$ cat src/rtl/cdb_arbiter.sv
// cdb_arbiter -- transmit side of the common data bus.
//
// Collects completed results from the functional units (0 = add,
// 1 = multiply, 2 = divide) into one-entry holding registers and broadcasts
// exactly one of them per cycle through a registered cdb_t output. Holding
// registers are selected round-robin so that no unit can starve another.
//
// Ports:
//   clk_i         clock, all state on rising edge
//   rst_i         synchronous active-high reset (dominates flush_i)
//   flush_i       one-cycle recovery flush; drops held and in-flight results
//   fu_valid_i    per-unit result valid
//   fu_ready_o    per-unit accept; depends only on state, flush_i and rst_i
//   fu_rob_idx_i  per-unit ROB index
//   fu_pd_i       per-unit destination physical register
//   fu_rd_i       per-unit destination architectural register
//   fu_rd_v_i     per-unit result value
//   cdb_o         registered broadcast {rob_idx, pd_s, rd_s, rd_v, valid}

package cdb_pkg;

  typedef struct packed {
    logic [5:0]  rob_idx;
    logic [5:0]  pd_s;
    logic [4:0]  rd_s;
    logic [31:0] rd_v;
    logic        valid;
  } cdb_t;

endpackage

module cdb_arbiter
  import cdb_pkg::*;
#(
  parameter int unsigned NUM_FU = 3
) (
  input  logic                     clk_i,
  input  logic                     rst_i,
  input  logic                     flush_i,
  input  logic [NUM_FU-1:0]        fu_valid_i,
  output logic [NUM_FU-1:0]        fu_ready_o,
  input  logic [NUM_FU-1:0][5:0]   fu_rob_idx_i,
  input  logic [NUM_FU-1:0][5:0]   fu_pd_i,
  input  logic [NUM_FU-1:0][4:0]   fu_rd_i,
  input  logic [NUM_FU-1:0][31:0]  fu_rd_v_i,
  output cdb_t                     cdb_o
);

  localparam int unsigned PTR_W = (NUM_FU > 1) ? $clog2(NUM_FU) : 1;

  typedef struct packed {
    logic [5:0]  rob_idx;
    logic [5:0]  pd;
    logic [4:0]  rd;
    logic [31:0] rd_v;
  } payload_t;

  // Holding registers (payload and valid kept apart so the valid vector can
  // be used directly in the ready and arbitration logic).
  payload_t [NUM_FU-1:0] hold_q, hold_d;
  logic     [NUM_FU-1:0] hold_valid_q, hold_valid_d;

  logic [PTR_W-1:0] rr_ptr_q, rr_ptr_d;
  cdb_t             cdb_q, cdb_d;

  logic [NUM_FU-1:0] grant;
  logic              grant_any;
  logic [PTR_W-1:0]  grant_idx;
  logic [PTR_W-1:0]  arb_idx;
  logic [NUM_FU-1:0] xfer;
  logic              block_hs;

  // Modulo-NUM_FU increment; NUM_FU need not be a power of two.
  function automatic logic [PTR_W-1:0] ptr_inc(input logic [PTR_W-1:0] p);
    if (32'(p) == NUM_FU - 1) begin
      return '0;
    end
    return p + PTR_W'(1);
  endfunction

  // --------------------------------------------------------------------------
  // Round-robin arbitration over held entries only. The search starts at
  // rr_ptr_q and walks upward, wrapping; the first valid entry wins.
  // --------------------------------------------------------------------------
  always_comb begin
    grant     = '0;
    grant_any = 1'b0;
    grant_idx = '0;
    arb_idx   = rr_ptr_q;
    for (int unsigned off = 0; off < NUM_FU; off++) begin
      if (!grant_any && hold_valid_q[arb_idx]) begin
        grant[arb_idx] = 1'b1;
        grant_any      = 1'b1;
        grant_idx      = arb_idx;
      end
      arb_idx = ptr_inc(arb_idx);
    end
  end

  // --------------------------------------------------------------------------
  // Handshake. A unit may hand over a result when its slot is empty or is
  // being drained this cycle (grant-refill), which lets a lone unit stream
  // one result per cycle. Ready never looks at fu_valid_i.
  // --------------------------------------------------------------------------
  assign block_hs   = rst_i | flush_i;
  assign fu_ready_o = (~hold_valid_q | grant) & {NUM_FU{~block_hs}};
  assign xfer       = fu_valid_i & fu_ready_o;

  // --------------------------------------------------------------------------
  // Next-state logic.
  // --------------------------------------------------------------------------
  always_comb begin
    hold_d       = hold_q;
    hold_valid_d = hold_valid_q;
    rr_ptr_d     = rr_ptr_q;
    cdb_d        = cdb_q;
    cdb_d.valid  = 1'b0;

    for (int unsigned i = 0; i < NUM_FU; i++) begin
      if (xfer[i]) begin
        hold_d[i].rob_idx = fu_rob_idx_i[i];
        hold_d[i].pd      = fu_pd_i[i];
        hold_d[i].rd      = fu_rd_i[i];
        hold_d[i].rd_v    = fu_rd_v_i[i];
        hold_valid_d[i]   = 1'b1;
      end else if (grant[i]) begin
        hold_valid_d[i] = 1'b0;
      end
    end

    // Non-valid broadcasts keep the last payload on the bus to avoid
    // needless toggling of the wide data lines.
    if (grant_any) begin
      rr_ptr_d      = ptr_inc(grant_idx);
      cdb_d.rob_idx = hold_q[grant_idx].rob_idx;
      cdb_d.pd_s    = hold_q[grant_idx].pd;
      cdb_d.rd_s    = hold_q[grant_idx].rd;
      cdb_d.rd_v    = hold_q[grant_idx].rd_v;
      cdb_d.valid   = 1'b1;
    end

    // Flush discards this cycle's grant entirely: the pointer does not move
    // and the bus payload is not updated. Transfers cannot occur because
    // ready is forced low.
    if (flush_i) begin
      hold_valid_d = '0;
      rr_ptr_d     = rr_ptr_q;
      cdb_d        = cdb_q;
      cdb_d.valid  = 1'b0;
    end
  end

  // --------------------------------------------------------------------------
  // State registers.
  // --------------------------------------------------------------------------
  always_ff @(posedge clk_i) begin
    if (rst_i) begin
      hold_q       <= '0;
      hold_valid_q <= '0;
      rr_ptr_q     <= '0;
      cdb_q        <= '0;
    end else begin
      hold_q       <= hold_d;
      hold_valid_q <= hold_valid_d;
      rr_ptr_q     <= rr_ptr_d;
      cdb_q        <= cdb_d;
    end
  end

  assign cdb_o = cdb_q;

  // --------------------------------------------------------------------------
  // Structural sanity checks.
  // --------------------------------------------------------------------------
  a_grant_onehot : assert property (@(posedge clk_i) disable iff (rst_i)
    $onehot0(grant));

  a_grant_held : assert property (@(posedge clk_i) disable iff (rst_i)
    (grant & ~hold_valid_q) == '0);

  a_ready_blocked : assert property (@(posedge clk_i)
    (rst_i || flush_i) |-> (fu_ready_o == '0));

  a_ptr_range : assert property (@(posedge clk_i) disable iff (rst_i)
    32'(rr_ptr_q) < NUM_FU);

endmodule

$ cat config.mk
export PLATFORM = sky130hd
export DESIGN_NAME = cdb_arbiter
export DESIGN_NICKNAME = d
export VERILOG_FILES = /design/src/rtl/cdb_arbiter.sv
export SDC_FILE = /design/constraint.sdc
export NUM_CORES = 1
export LEC_CHECK = 0
export BUFFER_PORTS_ARGS = -buffer_cell sky130_fd_sc_hd__buf_2
export CELL_PAD_IN_SITES_DETAIL_PLACEMENT = 0
export CELL_PAD_IN_SITES_GLOBAL_PLACEMENT = 1
export CORE_UTILIZATION = 38
export DETAILED_ROUTE_END_ITERATION = 10
export PLACE_DENSITY_LB_ADDON = 0.1
export SYNTH_ARGS = -nofsm -noshare
export SYNTH_HDL_FRONTEND = slang
export SYNTH_SLANG_ARGS = --single-unit
export TNS_END_PERCENT = 30
$ cat constraint.sdc
create_clock -name clk_i -period 2.14 [get_ports clk_i]
set_input_delay 0.107 -clock clk_i [delete_from_list [all_inputs] [get_ports clk_i]]
set_output_delay 0.107 -clock clk_i [all_outputs]
set_load 0.05 [all_outputs]
==> flow_metrics.tcl <==
set metrics [dict create \
    hold_class "input port to flop" \
    hp-start "rst_i" \
    grtUsageTotal_pct 23.5 \
    synth_area_sq_mm 0.00757 \
    max_cap_violations 0 \
    top_usage_layer "met2" \
    drt_iter0_drc 497 \
    worstMarginPinSlew_ns 0.602 \
    portBuffers 205 \
    critPathArrivalTime_ns 1.97 \
    final_cells 1465 \
    cp-start-kind "flop" \
    globalplace.congestion 0.781 \
    rrSetupSlack_ns 0.11 \
    power_density_mw_per_mm2 799 \
    hold_viol_final 0 \
    nets 1340 \
    cp_max_fo 5 \
    max_freq_ghz 0.483 \
    slowest_stage "dfxtp_1" \
    reg2regPathDepth 7 \
    clock-root-buffer "clkbuf_16" \
    cts_tree "yes" \
    routedWlPerCell_um 16.6 \
    p_leak_nw 4.50 \
    synthToLayoutAreaGrowth_pct 47.2 \
    status "finished clean" \
    dr.pass1.iters 9 \
    io_pins 206 \
    layout-drive-gt1-share_pct 22.5 \
    met2_usage_pct 41.7 \
    rsz0062_at_grt "no" \
    hold_path_depth 2 \
    die_h_um 143 \
    relSlewSlack_pct 59.9 \
    ctsHtreeMaxLevel 1 \
    synth_nets 1012 \
    cts_buffers 22 \
    antenna_cells 0 \
    drc 0 \
    clkTransAtPathRegs_ns 0.06 \
    start_util_pct 38.8 \
    grt_start_max_net_pins 75 \
    post-dp-hpwl_um 14000 \
    clock-sinks 202 \
    clk_latency_ns 0.50 \
    grt_pass1_vias 7362 \
    vdd_ir_drop_max_v 0.000527 \
    cp.required_ns 2.03 \
    num_vias 7395 \
    die_w_um 143 \
    grt.overflow.total 0 \
    die_area_sq_mm 0.0205 \
    path_class "flop to output port" \
    max_stage_delay_ns 0.32 \
    grt_antenna_before_repair 0 \
    avgSynthCellArea_sq_um 8.81 \
    row_count 51 \
    tns_ns 0 \
    timing.rr.end "hold_q[77]$_SDFFE_PP0P_" \
    regToRegStartpoint "hold_valid_q[0]$_SDFFE_PP0P_" \
    slew_violations 0 \
    met1_usage_pct 29.5 \
    post-route-period-util_pct 96.8 \
    setup_viol 0 \
    wirelength_um 24300 \
    synth_cells 859 \
    ys_seq_elements 202 \
    fin_skew_ns 0.00855 \
    vias_per_cell 5.05 \
    met3_usage_pct 3.35 \
    synth_warnings 0 \
    whs_endpoint "hold_q[5]$_SDFFE_PP0P_" \
    ys_types 26 \
    crit_chain "buf_4, and2_1, o31a_1, buf_4, nor3_2, buf_4" \
    post-cts-setup-buffers 0 \
    fin_hold_ws_ns 0.0655 \
    core_sq_mm 0.0195 \
    grt_pass1_wl_um 37800 \
    ant_nets 0 \
    ys_seq_area_share_pct 53.4 \
    clk_path_buf_depth 3 \
    cpMostUsedCell "buf_4" \
    min_period_ns 2.07 \
    critPathCaptureType "output port" \
    place_inst 1278 \
]
[placed cells by master (no fill, tap or decap), types with 2 or more instances in the layout]
cell type and n:
clkbuf_16 23, dlygate4sd3_1 150, buf_6 2, and2_1 2, o21a_1 3, a21oi_1 98, buf_12 7, nor3b_4 2
clkbuf_8 2, nand2b_1 4, a211oi_1 51, mux2i_1 50, a222oi_1 49, nor3_1 2, nor2_1 104, buf_4 21
or3b_2 2, dfxtp_1 201, buf_2 201, clkbuf_1 12, nor3_2 2, nand2_1 199
[critical path, delay by kind of cell (launching register included)]
kind | cells | cell delay [ns]
flip-flops | 1 | 0.32
AO/OA/AOI/OAI | 1 | 0.29
buffers and inverters | 3 | 0.54
AND/OR/NAND/NOR | 2 | 0.33
[final cells by class]
class                   count  area [sq um]
repair buffers            381          2830
well taps                 265           332
multi-input cells         580          3290
flip-flops and latches    202          4050
fillers                  1850          8380
clock buffers              37           648
[per-stage QoR]
stage / total power, mW / utilization (%) / worst slack, ns / instance area, sq um
floorplan: 4.86 / - / 0.0373 / 7570
global placement: 5.29 / 45.9 / 0.164 / 8960
detailed placement: 5.30 / 45.9 / 0.138 / 8960
CTS: 9.01 / 57.0 / 0.00265 / 11100
global route: 9.30 / 57.1 / 0.00316 / 11100
finish: 8.91 / 57.1 / 0.0680 / 11100
[kinds of logic after synthesis]
group,Yosys count,synth area share (%)
mux,50,6.61
simple gates,322,16.9
buf+inv,77,4.11
compound gates,208,19.0
flops,202,53.4
[power by group]
part | internal [mW] | switching, mW
Combinational | 0.574 | 0.788
Sequential | 3.96 | 0.109
Clock | 2.04 | 1.43
Total | 6.58 | 2.33
[per-layer routing]
layer  share of wire, %  vias up
met1                 43     3421
li1                   -     3685
met5                  0        -
met2                 49      251
met4                1.8        0
met3                6.0       38
[flip-flops by register name, indices dropped and copies added (netlist names)]
name / count
rr_ptr_q: 2
cdb_o: 50
hold_q: 147
hold_valid_q: 3
[how the worst max path moves through the flow]
| stage | to | depth (start not counted) | startpoint |
|---|---|---|---|
| detailed placement | hold_q[76]$_SDFFE_PP0P_ | 7 | hold_valid_q[0]$_SDFFE_PP0P_ |
| floorplan | fu_ready_o[0] | 5 | rr_ptr_q[1]$_SDFFE_PP0P_ |
| global placement | hold_q[77]$_SDFFE_PP0P_ | 7 | hold_valid_q[0]$_SDFFE_PP0P_ |
| finish | fu_ready_o[1] | 6 | hold_valid_q[0]$_SDFFE_PP0P_ |
| global route | fu_ready_o[1] | 6 | hold_valid_q[0]$_SDFFE_PP0P_ |
| CTS | fu_ready_o[0] | 5 | rr_ptr_q[1]$_SDFFE_PP0P_ |
[cell usage after synthesis]
master | n | area (sq um)
dfxtp_1 | 202 | 4040
nand2_1 | 199 | 747
nor2_1 | 105 | 394
a21oi_1 | 99 | 495
clkbuf_1 | 62 | 233
a211oi_1 | 51 | 383
mux2i_1 | 50 | 500
a222oi_1 | 49 | 490
buf_2 | 12 | 60.1
nor3_1 | 5 | 25.0
nand2b_1 | 4 | 25.0
o21a_1 | 3 | 22.5
and2_1 | 2 | 12.5
buf_4 | 2 | 15.0
nor3b_2 | 2 | 25.0
or3b_1 | 2 | 17.5
a31oi_1 | 1 | 6.26
and3b_1 | 1 | 8.76
buf_1 | 1 | 3.75
nor2b_1 | 1 | 6.26
nor4b_2 | 1 | 15.0
o211a_1 | 1 | 10.0
o21ai_1 | 1 | 5.00
o21bai_1 | 1 | 7.51
o311a_1 | 1 | 10.0
o31a_1 | 1 | 8.76
[what timing repair did]
item | CTS | global route
resized for setup | 5 | 5
setup endpoints to repair | 3 | 2
hold buffers | 150 | 0
endpoints found under the hold margin | 150 | 0
Power figures use the tool's default switching activity.
